**src/rtl/data_mux_arbiter_pkg.sv**
```systemverilog
// Shared encodings and round-robin helper for the three-requester operand-bus arbiter.
package data_mux_arbiter_pkg;

    typedef enum logic {
        ST_IDLE  = 1'b0,
        ST_GRANT = 1'b1
    } state_t;

    localparam logic [1:0] SEL_NONE = 2'b00;
    localparam logic [1:0] SEL_1    = 2'b01;
    localparam logic [1:0] SEL_2    = 2'b10;
    localparam logic [1:0] SEL_3    = 2'b11;

    // First set request strictly after 'last' in the order 1->2->3->1; SEL_NONE if none.
    function automatic logic [1:0] rr_pick(input logic [2:0] r, input logic [1:0] last);
        logic [1:0] pick;
        logic [1:0] cand;
        pick = SEL_NONE;
        cand = last;
        for (int k = 0; k < 3; k++) begin
            cand = (cand == SEL_3) ? SEL_1 : cand + 2'd1;
            if (pick == SEL_NONE && r[cand - 2'd1])
                pick = cand;
        end
        return pick;
    endfunction

    function automatic logic [2:0] sel_to_gnt(input logic [1:0] s);
        logic [2:0] g;
        case (s)
            SEL_1:   g = 3'b001;
            SEL_2:   g = 3'b010;
            SEL_3:   g = 3'b100;
            default: g = 3'b000;
        endcase
        return g;
    endfunction

endpackage

```
**src/rtl/data_mux3_1.sv**
```systemverilog
// 3:1 data mux; select SEL_NONE parks the bus at zero.
module data_mux3_1
    import data_mux_arbiter_pkg::*;
#(
    parameter int data_wl = 16
) (
    input  logic [1:0]         sel,
    input  logic [data_wl-1:0] in_1,
    input  logic [data_wl-1:0] in_2,
    input  logic [data_wl-1:0] in_3,
    output logic [data_wl-1:0] out
);

    always_comb begin
        case (sel)
            SEL_1:   out = in_1;
            SEL_2:   out = in_2;
            SEL_3:   out = in_3;
            default: out = '0;
        endcase
    end

endmodule

```
**src/rtl/data_mux_arbiter.sv**
```systemverilog
// Round-robin arbiter with bounded hold time driving a shared 3:1 operand bus.
// Optional ARB_LOCK_EN macro adds a 'lock' input that lets the owner suppress preemption.
module data_mux_arbiter
    import data_mux_arbiter_pkg::*;
#(
    parameter int data_wl  = 16,
    parameter int MAX_HOLD = 8,
    parameter int HOLD_WL  = 4
) (
    input  logic               clk,
    input  logic               reset,
    input  logic [2:0]         req,
`ifdef ARB_LOCK_EN
    input  logic               lock,
`endif
    input  logic [data_wl-1:0] in_1,
    input  logic [data_wl-1:0] in_2,
    input  logic [data_wl-1:0] in_3,
    output logic [2:0]         gnt,
    output logic [1:0]         sel,
    output logic               busy,
    output logic [data_wl-1:0] out
);

    // Counter stops at MAX_HOLD so a late competitor still meets the preempt compare.
    localparam logic [HOLD_WL-1:0] CNT_CAP = (MAX_HOLD != 0) ? HOLD_WL'(MAX_HOLD) : '1;

    state_t             state;
    logic [HOLD_WL-1:0] cnt;
    logic [1:0]         last;

    logic       owner_req;
    logic       others;
    logic       lock_hold;
    logic       preempt;
    logic [1:0] idle_pick;
    logic [1:0] hand_pick;

    always_comb begin
        owner_req = |(req & gnt);
        others    = |(req & ~gnt);
`ifdef ARB_LOCK_EN
        lock_hold = lock & owner_req;
`else
        lock_hold = 1'b0;
`endif
        preempt   = owner_req && (MAX_HOLD != 0) && (cnt == CNT_CAP) && others && !lock_hold;
        idle_pick = rr_pick(req, last);
        hand_pick = rr_pick(req & ~gnt, sel);
    end

    always_ff @(posedge clk) begin
        if (reset) begin
            state <= ST_IDLE;
            gnt   <= 3'b000;
            sel   <= SEL_NONE;
            busy  <= 1'b0;
            cnt   <= '0;
            last  <= SEL_3;
        end else begin
            case (state)
                ST_IDLE: begin
                    if (idle_pick != SEL_NONE) begin
                        state <= ST_GRANT;
                        sel   <= idle_pick;
                        gnt   <= sel_to_gnt(idle_pick);
                        busy  <= 1'b1;
                        cnt   <= HOLD_WL'(1);
                    end
                end
                ST_GRANT: begin
                    if (owner_req && !preempt) begin
                        if (cnt != CNT_CAP)
                            cnt <= cnt + 1'b1;
                    end else begin
                        // Release or preempt: hand straight to the next requester, no idle bubble.
                        last <= sel;
                        if (hand_pick != SEL_NONE) begin
                            sel <= hand_pick;
                            gnt <= sel_to_gnt(hand_pick);
                            cnt <= HOLD_WL'(1);
                        end else begin
                            state <= ST_IDLE;
                            sel   <= SEL_NONE;
                            gnt   <= 3'b000;
                            busy  <= 1'b0;
                            cnt   <= '0;
                        end
                    end
                end
                default: state <= ST_IDLE;
            endcase
        end
    end

    data_mux3_1 #(.data_wl(data_wl)) u_mux (
        .sel  (sel),
        .in_1 (in_1),
        .in_2 (in_2),
        .in_3 (in_3),
        .out  (out)
    );

endmodule

```
**config.mk**
```make
export PLATFORM = sky130hd
export DESIGN_NAME = data_mux_arbiter
export DESIGN_NICKNAME = d
export VERILOG_FILES = /design/src/rtl/data_mux_arbiter_pkg.sv /design/src/rtl/data_mux3_1.sv /design/src/rtl/data_mux_arbiter.sv
export SDC_FILE = /design/constraint.sdc
export NUM_CORES = 1
export LEC_CHECK = 0
export CAP_MARGIN = 20
export CORE_MARGIN = 2
export CORE_UTILIZATION = 40
export DETAILED_ROUTE_END_ITERATION = 7
export GPL_TIMING_DRIVEN = 0
export PLACE_DENSITY = 0.78
export SLEW_MARGIN = 20
export SYNTH_ARGS = -nofsm -noshare
export SYNTH_HDL_FRONTEND = slang
export SYNTH_HIERARCHICAL = 1
export SYNTH_SLANG_ARGS = --single-unit
export TNS_END_PERCENT = 20
```
**constraint.sdc**
```tcl
create_clock -name clk -period 5.1 [get_ports clk]
set_input_delay 1.02 -clock clk [delete_from_list [all_inputs] [get_ports clk]]
set_output_delay 1.02 -clock clk [all_outputs]
set_load 0.01 [all_outputs]
```
# ---- Word-level counts from Yosys, hierarchy flattened
# Cells that the tools add are included.
# Widths: inputs -> output; s select.
dict set report op_classes {
  addsub 13
  magnitude_cmp 6
  n_eq_ne 20
  n_mux 48
  bitwise 5
  reduce_logical 20
}
# op n
set ops {}
lappend ops {{$pmux 16 s3} 1}
lappend ops {{$mux 2} 15}
lappend ops {{$eq 2x2->1 const B} 11}
lappend ops {{$lt 2x3->1 const B} 6}
lappend ops {{$pmux 3 s3} 2}
lappend ops {{$mux 1} 13}
lappend ops {{$add 2x1->2 const B} 6}
lappend ops {{$bmux 1 s2} 6}
lappend ops {{$mux 4} 3}
lappend ops {{$sub 2x1->2 const B} 6}
lappend ops {{$mux 3} 3}
lappend ops {{$logic_not 2->1} 4}
lappend ops {{$pmux 4 s2} 1}
lappend ops {{$logic_and 1x1->1} 7}
lappend ops {{$and 3x3->3} 2}
lappend ops {{$eq 2x1->1 const B} 3}
lappend ops {{$ne 2x2->1 const B} 3}
lappend ops {{$pmux 3 s2} 1}
lappend ops {{$reduce_and 2->1} 3}
lappend ops {{$reduce_or 3->1} 2}
lappend ops {{$add 4x1->4 const B} 1}
lappend ops {{$eq 4x4->1 const B} 1}
lappend ops {{$ne 4x4->1 const B} 1}
lappend ops {{$pmux 1 s2} 2}
lappend ops {{other kinds (7)} 9}
dict set report word_totals {
  ff_bits 13
  input_bits 53
  word_cells 118
}

# ---- Logic depth before layout (Yosys ltp)
# Gate-level depths: netlist of run 1.
dict set report depth {
  word_depth 17
  ltp_mapped 9
}

# ---- Hierarchy
# The synthesis of run 1 kept the hierarchy.
# module instances cells_per_inst area_per_inst_um2 seq_area_each_um2
set by_module_without_submodules {}
lappend by_module_without_submodules {data_mux_arbiter 1 141 1199.9 260.2}
lappend by_module_without_submodules {data_mux3_1 1 39 434.2 0.0}

# ---- Least setup slack after synthesis of run 1
# No wires, ideal clock.
dict set report synth_timing {
  kind {input to output}
  start {input port in_3[11]}
  end {output port out[11]}
  arrival_ps 1520
  t_required_ps 4080
  slack_ps 2560
  stages 2
  path_cell_list {mux2_2 -> a22o_1}
}
dict set report synth_via {
  elab_chain_cells 1
}
# item line_no
set synth_rtl {}
lappend synth_rtl {{start: declaration} data_mux_arbiter.sv:18} ;# input logic [data_wl-1:0] in_3,
lappend synth_rtl {{$pmux 16 s3} data_mux3_1.sv:15} ;# case (sel)
lappend synth_rtl {{end: declaration} data_mux_arbiter.sv:22} ;# output logic [data_wl-1:0] out
# No other way between the ends.

# ---- Worst setup path after layout of run 1
# Same ends and word-level chain as after synthesis.

==> summary.md, run 1 <==
| Metric | Value |
|---|---|
| CTS hold repair buffers | 0 |
| Num Clock Sinks | 13 |
| PostCTS Resize Cnt | 0 |
| Critical path startpoint category | primary input |
| Seq/Total Area, Yosys | 0.1593 |
| Slowest cell on crit path | clkdlybuf4s50_1 |
| Max Root-Sink Buffers | 2 |
| Critical path launch point | in_3[11] |
| Worst slew pin tran | 525.2 ps |
| Slew margin rel. | 0.6499 |
| WL final | 4745 µm |
| Post-DP Area | 2427 µm² |
| CP Max Fanout | 1 |
| Worst EP arrival | 2380 ps |
| P_leak | 0.0009954 µW |
| Fmax | 0.2940 GHz |
| Synth top cells by count | a22o_1 (17), dfxtp_1 (13), a21oi_1 (12) |
| Wire length on met2 | 2434 µm |
| Max Transition Viols Final | 0 |
| DR top layer | met4 |
| Vias after detailed routing | 1630 |
| DRC Markers | 0 |
| Clk_skew | 3.111 ps |
| Final Critical Period | 3401 ps |
| Pre-Repair DR Iteration Count | 4 |
| Synth top area cells | dfxtp_1 (16%), mux2_4 (9.2%), a22o_1 (9.1%), ha_1 (7.7%), mux2_2 (5.5%) |
| Initial antenna violation count | 0 |
| Cell Pwr Density | 492.5 nW/µm² |
| Post-synthesis cell area | 1634 µm² |
| Area growth syn-to-layout | 51.30% |
| Worst skew pair latency | 240 ps |
| RSZ-0062 raised after global routing | no |
| Number of flops mapped to enable cells by yosys | 0 |
| Mean Syn Cell Area | 9.078 µm² |
| Met1 Wirelength | 2206 µm |
| Post-route design area | 2472 µm² |
| Starting density of the core | 0.4115 |
| Vias per cell | 5.309 |
| Top cell type's share of synthesized area | 0.1593 |
| Cell taking the most area after synthesis | dfxtp_1 |
| Worst hold path class | reg -> reg |
| VDD IR max | 256.8 µV |
| Yosys warnings | 6 |
| Adder-cell area share of the yosys netlist | 0.07657 |
| Worst hold slack | 465.3 ps |
| Num CTS Buffers | 3 |
| Setup CP Type | in -> out |
| Largest net degree at the start of global routing | 11 |
| Main combinational cell family by area after synthesis | compound AO/OA/AOI/OAI gates |
| Distinct cells, synth | 56 |
| Count leader, synth | a22o_1 |
| Core area | 3971 µm² |
| Most common cell on crit path | clkdlybuf4s50_1 |
| Compound-Gate Fraction of Synth Area | 0.3132 |
| WP data required | 4080 ps |
| CTS clock-pin slew for the worst setup and hold paths | 60 ps |
| Post-synthesis xor/xnor area fraction | 0 |
| Die area | 4612 µm² |
| Total power draw | 1218 µW |
| Critical Path, Cell by Cell | clkdlybuf4s50_1 > mux2_2 > a22o_1 > clkdlybuf4s50_1 |
| Root Driver | clkbuf_8 |
| Global-route wire length before repair | 6720 µm |
| Ys flop type | dfxtp_1 |
| Mux share of post-synthesis cell area | 0.1715 |
| Synthesized Nets | 243 |
| DRT iter0 DRCs | 42 |
| Maxcap violations | 0 |
| Post-DP HPWL | 3885 µm |
| Synth Area in Simple Gates | 0.2037 |
| Final setup fails | 0 |
| Die height | 67.92 µm |
| Max incr delay on CP | 470 ps |
| Setup_tns | 0 ps |
| Mapped Cells | 180 |
| Fin nets | 321 |
| ANT cells | 0 |
| Post-synthesis async set-or-reset flop share | 0 |
| Postcts setup bufs | 0 |
| CTS H-tree depth | 1 |
| IO Pins | 75 |
| WL met3 | 93 µm |
| FF-to-FF Start | sel[0] |
| Critical Path End Type | output pin |
| Remaining global-route overflow | 0 |
| Hold Path Origin | busy |
| Status | finished clean |
| Total track usage | 0.1866 |
| Vias in the first global route | 1407 |
| Rows | 23 |
| TritonCTS clock tree | yes |
| DR WL/cell | 15.46 µm |
| PortBufs | 73 |
| Cell family with most CP delay | buffers and inverters |
| Die X | 67.92 µm |
| Final hold vios | 0 |
| DRT antenna net count | 0 |
| Crit share post-route | 0.6669 |
| Layout cells sized above 1 | 0.1634 |
| Gpl congestion | 0.8350 |
| Synthesis-stage register bit count | 13 |
| Worst Path Buf+Inv | 2 |
final cells by class:
cell class	instances	area (µm²)
tap	50	62.56
buffer	9	82.58
clock buffer	4	45.04
timing repair buffer	73	730.7
fill	376	1499
multi-input combinational	147	1250
sequential	13	260.3
inverter	11	41.29
flip-flops by register name, indices dropped and copies added, names as in the netlist:
name and cells:
state 1, last 2, gnt 3, cnt 4, busy 1, sel 2
per-stage QoR:
step,util,instances,setup WS (ps)
final,0.6226,307,1699
after global placement,0.6112,303,1690
after CTS,0.6226,307,1699
after global routing,0.6226,307,1667
after floorplan,-,180,2560
after detailed placement,0.6112,303,1706
logic make-up (layout without fill, tap and decap cells):
| logic type | count (synthesis) | after routing |
|---|---|---|
| buf+inv | 20 | 97 |
| compound gates | 64 | 64 |
| mux | 22 | 22 |
| fa+ha+maj | 10 | 10 |
| simple gates | 51 | 51 |
| flops | 13 | 13 |
power breakdown:
part           total, µW  switching, µW  internal, µW
Clock               91.8           36.7          55.1
Sequential           176           40.8           136
Combinational        950            450           500
placed cells by master (no fill, tap or decap), types with 3 or more instances in the layout:
cell type / count
a21o_1: 3
mux2_4: 10
dfxtp_1: 13
ha_1: 10
a22o_1: 17
nand3b_1: 3
nor2_1: 9
mux2_2: 8
buf_6: 4
nand2b_1: 4
inv_1: 11
mux2i_1: 4
or3_1: 4
nand2_1: 9
nor3_1: 4
o21ai_0: 7
clkbuf_8: 3
a21oi_1: 12
clkdlybuf4s50_1: 73
path summary, 6_finish.rpt:
path	to	slack, ps	cells after the start
worst max register to register	gnt[2]	2570	9
worst min-delay path	busy	470	1
worst min register to register	busy	470	1
worst max-delay path	out[11]	1700	4
per-layer routing:
metal	vias to the layer above	global-route usage
met5	-	0
met4	0	0.02250
met3	2	0.009868
met2	17	0.3260
met1	766	0.2599
li1	845	-
Power figures use the tool's default switching activity.
==> inputs of run 2 (changes only) <==
==> constraint.sdc (replaced) <==
create_clock -name clk -period 3.16 [get_ports clk]
set_input_delay 0.632 -clock clk [delete_from_list [all_inputs] [get_ports clk]]
set_output_delay 0.632 -clock clk [all_outputs]
set_load 0.01 [all_outputs]
==> results of run 2 <==
Same layout as run 1 (identical final DEF). Status: finished clean.
Among the figures that moved: setup slack after placement 1706 ps -> 357.0 ps; setup slack after layout 1699 ps -> 476.2 ps; start point of the critical path in_3[11] -> sel[0]; end point of the critical path out[11] -> out[2]; register-to-register setup slack 2570 ps -> 630 ps; total power 1218 µW -> 1965 µW; worst IR drop on VDD 256.8 µV -> 414.5 µV
==> inputs of run 3 (changes only) <==
--- a/config.mk
+++ b/config.mk
@@ -7,7 +7,7 @@
 export LEC_CHECK = 0
 export CAP_MARGIN = 20
 export CORE_MARGIN = 2
-export CORE_UTILIZATION = 40
+export CORE_UTILIZATION = 38
 export DETAILED_ROUTE_END_ITERATION = 7
 export GPL_TIMING_DRIVEN = 0
 export PLACE_DENSITY = 0.78
==> constraint.sdc (replaced) <==
create_clock -name clk -period 2.4 [get_ports clk]
set_input_delay 0.48 -clock clk [delete_from_list [all_inputs] [get_ports clk]]
set_output_delay 0.48 -clock clk [all_outputs]
set_load 0.01 [all_outputs]
==> run 3 against run 2 <==
  * Combinational power is 43% higher
  * Worst hold slack better by 6.5 ps
  * Total power is 41% higher
  * Non-clock buffer count is 2 higher
  * Clock skew is 1.9 ps lower
  * Largest power group unchanged
==> summary.md, run 3 (synthesized netlist as in run 1, its figures left out) <==
| Metric | Value |
|---|---|
| Remaining global-route overflow | 0 (unchanged) |
| Area growth syn-to-layout | 59.80% |
| Vias after detailed routing | 1666 (+2.2%) |
| Worst EP arrival | 2480 ps |
| Final setup fails | 0 (unchanged) |
| CTS H-tree depth | 1 (unchanged) |
| Final hold vios | 0 (unchanged) |
| Max Transition Viols Final | 0 (unchanged) |
| Critical path startpoint category | flip-flop |
| Post-DP Area | 2427 µm² (unchanged) |
| Largest net degree at the start of global routing | 11 (unchanged) |
| Worst hold path class | reg -> reg |
| Critical Path End Type | flip-flop |
| Max reg flops | 4 (unchanged) |
| Layout Utilization | 0.6435 (+0.02098) |
| Final worst setup slack | 93.54 ps |
| Pre-CTS setup slack | -264.1 ps |
| Most frequent cells in the layout | clkdlybuf4s50_1 (59), a22o_1 (17), dlymetal6s2s_1 (13), a21oi_1 (12), dfxtp_1 (11) |
| Die X | 69.58 µm (+2.4%) |
| Placed cell count | 303 (unchanged) |
| CP Max Fanout | 10 |
| Max Root-Sink Buffers | 2 (unchanged) |
| Met2 Use GR | 0.3291 (+0.003079) |
| Worst slew pin tran | 517.2 ps (-7.974 ps) |
| Top Usage Layer GRT | met2 |
| Root Driver | clkbuf_8 |
| Post-DP HPWL | 3758 µm (-3.3%) |
| Core area | 4058 µm² (+2.2%) |
| PortBufs | 73 (unchanged) |
| ANT cells | 0 (unchanged) |
| WP data required | 2570 ps |
| Global-route wire length before repair | 7762 µm (+16%) |
| DR WL/cell | 15.65 µm (+1.3%) |
| Vias per cell | 5.392 (+1.5%) |
| DRC Markers | 0 (unchanged) |
| Status | finished clean |
| Fmax | 0.4336 GHz |
| Total track usage | 0.1912 (+0.004624) |
| Cell Pwr Density | 1063 nW/µm² |
| Worst skew pair latency | 240 ps (about the same) |
| Gpl congestion | 0.8979 (+7.5%) |
| Crit share post-route | 0.9610 |
| DRT antenna net count | 0 (unchanged) |
| Setup CP Type | reg -> reg |
| TritonCTS clock tree | yes |
| Die area | 4841 µm² (+4.9%) |
| Setup_tns | 0 ps (unchanged) |
| Final std cells w/o fill | 309 (+0.65%) |
| Top flop regs | cnt (4), gnt (3) |
| Vias in the first global route | 1552 (+10%) |
| Clk_skew | 1.244 ps (-1.868 ps) |
| Num CTS Buffers | 3 (unchanged) |
| DRT iter0 DRCs | 57 (+36%) |
| Pre-Repair DR Iteration Count | 4 (unchanged) |
| Leading cell type in the layout, fill and taps excluded | clkdlybuf4s50_1 |
| Post-route design area | 2611 µm² (+5.6%) |
| Die height | 69.58 µm (+2.4%) |
| Biggest register | cnt |
| P_leak | 0.001198 µW (+20%) |
| Rows | 23 (unchanged) |
| Slew margin rel. | 0.6503 (about the same) |
| Fin nets | 323 (+0.62%) |
| IO Pins | 75 (unchanged) |
| VDD IR max | 679.1 µV |
| WL final | 4836 µm (+1.9%) |
| Num Clock Sinks | 13 (unchanged) |
| Starting density of the core | 0.4027 (-0.008755) |
| Maxcap violations | 0 (unchanged) |
| Layout filler cell count | 340 (-9.6%) |
| Layout cells sized above 1 | 0.2085 (+0.04507) |
| Initial antenna violation count | 0 (unchanged) |
| Final Critical Period | 2306 ps |
| Met1 Use GR | 0.2531 (-0.006806) |
| Met3 usage | 0.04070 (+0.03083) |
| CTS clock-pin slew for the worst setup and hold paths | 50 ps (about the same) |
-- run 3: metrics by stage --
stage          hold WS, ps  total power [µW]
2_1_floorplan        451.3              1750
3_3_place_gp         463.7              2349
3_5_place_dp         459.9              2376
4_1_cts              477.2              2667
5_1_grt              490.2              2977
6_report             471.8              2776
-- run 3: layout make-up --
cell class | count | area, µm² | area share
flip-flops and latches | 13 | 267.8 | 0.1025
plain buffers | 9 | 90.09 | 0.03450
inverters | 11 | 41.29 | 0.01581
well taps | 50 | 62.56 | 0.02396
clock buffers | 4 | 45.04 | 0.01725
repair buffers | 75 | 777.0 | 0.2976
multi-input cells | 147 | 1328 | 0.5084
-- run 3: power breakdown --
part | total [µW] | switching (µW) | internal, µW
registers | 388 | 91.6 | 296
clock network | 194 | 76.7 | 117
logic | 2190 | 1030 | 1170
total | 2780 | 1200 | 1580
-- run 3: layer usage --
metal | share of wire | vias up
met4 | 0.0066 | 0
met2 | 0.48 | 45
met5 | 0 | -
met3 | 0.053 | 5
met1 | 0.46 | 769
li1 | - | 847
-- run 3: path summary, 6_finish.rpt --
kind | start | end | slack, ps | cells past startpoint
worst max-delay path | sel[0] | gnt[2] | 90 | 9
worst min-delay path | busy | busy | 470 | 1
worst max register to register | sel[0] | gnt[2] | 90 | 9
worst min register to register | busy | busy | 470 | 1
-- run 3: worst max-delay path, cell delays in order, from the launching register on --
cell,delay (ps)
dfxtp_4,360
inv_2,120
ha_4,220
buf_6,140
and4bb_1,210
a221oi_2,240
o32ai_4,120
or4_4,490
a21o_1,170
a31oi_1,150
-- run 3: repair_timing --
action	in CTS	in global routing
setup buffers	1	1
hold buffers	0	0
pin swaps	1	2
resized for setup	9	23
setup endpoints to repair	14	19
==> variant, RTL diff (settings of run 3) <==
Change the parameter `HOLD_WL` from 4 to 2.
--- a/src/rtl/data_mux_arbiter.sv
+++ b/src/rtl/data_mux_arbiter.sv
@@ -5,7 +5,7 @@
 #(
     parameter int data_wl  = 16,
     parameter int MAX_HOLD = 8,
-    parameter int HOLD_WL  = 4
+    parameter int HOLD_WL  = 2
 ) (
     input  logic               clk,
     input  logic               reset,
Check against the original RTL: not equivalent (Yosys sat finds a counterexample within 10 cycles, from zero or initial values and one cycle with reset high).
==> variant against run 3 <==
- wire length increased by 0.62%
- critical path depth is 5 lower
- critical path type is now input pin to output pin
- sequential cell count is 2 lower
- cell area shrank 3.4%
- setup slack worse by 0.053 ns
- clock skew about the same
- power increased by 8.6%
- synthesized area decreased by 4.6%
- worst hold slack worse by 0.013 ns
- sequential share of layout area shrank 1.3 points
==> variant: results (changes against run 3) <==
The DRC violation total after the first TritonRoute iteration was 102 (was 57). The via count of the first global-routing pass was 1544 (was 1552); the average routed wire per standard cell was 15.6 µm (was 15.7 µm). The placer congestion estimate is 0.929 (was 0.898). The classification of the worst-slack hold path is register to register (unchanged). The synthesis warning total was 6 (unchanged); the share of flip-flops with an asynchronous set or reset after synthesis was 0% (unchanged). The critical path data arrival time was 1.88 ns (was 2.48 ns). The count of inserted antenna diode cells came out at 0 (unchanged). Aggregate global-route resource usage: 20.1% (was 19.1%). The run gives 0.24 ns (about the same) as the worst-skew pair later-pin latency.

The number of buffers inserted during clock tree synthesis came out at 3 (unchanged). For the largest buffer count on any clock path, the log shows 2 (unchanged). The worst setup skew after layout is 0.00149 ns (was 0.00124 ns), and the number of distinct library cell variants in the gate-level netlist after synthesis is 56 (unchanged). For the count of nets after finishing, the log shows 324 (was 323).

The half-perimeter wire length of the detailed placement result was 3810 µm (was 3760 µm); the number of vias after detailed routing was 1727 (was 1666). The final-layout fill cell count is 337 (was 340), and the share of cells above drive strength 1 is 19.9% (was 20.8%). The clock-pin slew reported for the worst setup and hold paths after clock tree synthesis works out to 0.05 ns (about the same). Cell types with the largest area share after synthesis: sky130_fd_sc_hd__dfxtp_1, sky130_fd_sc_hd__mux2_4, sky130_fd_sc_hd__a22o_1, sky130_fd_sc_hd__ha_1, sky130_fd_sc_hd__mux2_2 (unchanged). The run finished with clean final reports. The register containing the most flip-flops in the final layout is gnt (was cnt). For the maximum level of the CTS H-tree, the log shows 1 (unchanged). The worst-case headroom to the max-slew limit was 67.6% (was 65.0%). The largest fanout of any net on the critical path works out to 1 (was 10). The run gives 245 (was 243) as the post-synth net total.

Commonest cells in the synthesized netlist: sky130_fd_sc_hd__a22o_1, sky130_fd_sc_hd__inv_1, sky130_fd_sc_hd__nand2_1 (was sky130_fd_sc_hd__a22o_1, sky130_fd_sc_hd__dfxtp_1, sky130_fd_sc_hd__a21oi_1). The logs give 1660 µW (was 1580 µW) for the internal portion of total power and 7240 µm (was 7760 µm) for the global-route wire length before repair. Worst setup timing slack at the placement stage: -0.288 ns (was -0.264 ns). The tools report the first-pass iteration count of the detailed router as 4 (unchanged). The run gives 14.1% (was 15.9%) as the sequential share of the synthesized area. The static power due to leakage is 0.00113 µW (was 0.00120 µW), and the flip-flop count of the largest register after layout is 3 (was 4). The highest ir drop seen on vdd was 673 µV (was 679 µV); the count of buffers inserted at the top-level ports was 72 (was 73). The initial antenna violation count is 0 (unchanged). The run gives 11 (unchanged) as the largest net degree at the start of global routing. The root buffer selected by CTS was sky130_fd_sc_hd__clkbuf_8 (unchanged).
## variant: changes by cell type in the layout (fill, tap and decap cells not counted), sizes merged, moves of 3 or more
cell,change
and2,+3
nand2,+4
nor2,-4
nor2b,+5
nor3,-4
o22ai,+3
or3,-4
or3b,+3
## variant: final cells by class
class | instances | area, µm² | area share (%)
plain buffers | 11 | 95.1 | 3.77
clock buffers | 4 | 45.0 | 1.79
inverters | 13 | 48.8 | 1.94
multi-input cells | 148 | 1280 | 50.8
flip-flops and latches | 11 | 225 | 8.93
well taps | 50 | 62.6 | 2.48
repair buffers | 74 | 763 | 30.3
## variant: kinds of logic (layout without fill, tap and decap cells)
kind of cell / Yosys count / count (layout) / synth area share, %
AOI/OAI and AO/OA: 70 / 70 / 34.7
adders and majority gates: 9 / 9 / 7.22
buffers and inverters: 24 / 102 / 8.67
DFF: 11 / 11 / 14.1
muxes: 19 / 19 / 15.9
and+or+nand+nor: 50 / 50 / 19.4
## variant: timing repair
item / 4_1_cts / 5_1_grt
gates resized for setup: 8 / 23
pin swaps: 1 / 6
endpoints found under the setup margin: 13 / 17
buffers inserted: 0 / 2
## variant: path summary, 6_finish.rpt
path / from / to / slack, ns / depth (start not counted)
max: in_1[11] / out[11] / 0.04 / 4
max reg2reg: sel[0] / gnt[2] / 0.13 / 10
min: busy / busy / 0.46 / 1
min reg2reg: busy / busy / 0.46 / 1
## variant: metal layers
metal  wire, µm  global-route usage (%)
met3        154                    2.63
met5          0                       0
met2       2430                    31.2
met4         66                    6.50
met1       2210                    28.5
## variant: metrics by stage
stage	std cells	instance area [µm²]
after floorplan	183	1560
after global placement	305	2340
after detailed placement	305	2340
after CTS	309	2410
after global routing	311	2520
final	311	2520
## variant: power by group through the flow
stage	clock network [µW]	registers, µW	logic (µW)
floorplan	0	342	1510
global placement	0	341	2180
detailed placement	0	344	2220
CTS	189	344	2280
global route	200	366	2670
finish	185	355	2470
## variant: critical path: stages
cell and delay (ns):
sky130_fd_sc_hd__clkdlybuf4s50_1 0.42, sky130_fd_sc_hd__mux2_2 0.27, sky130_fd_sc_hd__a22o_1 0.23, sky130_fd_sc_hd__clkdlybuf4s50_1 0.48
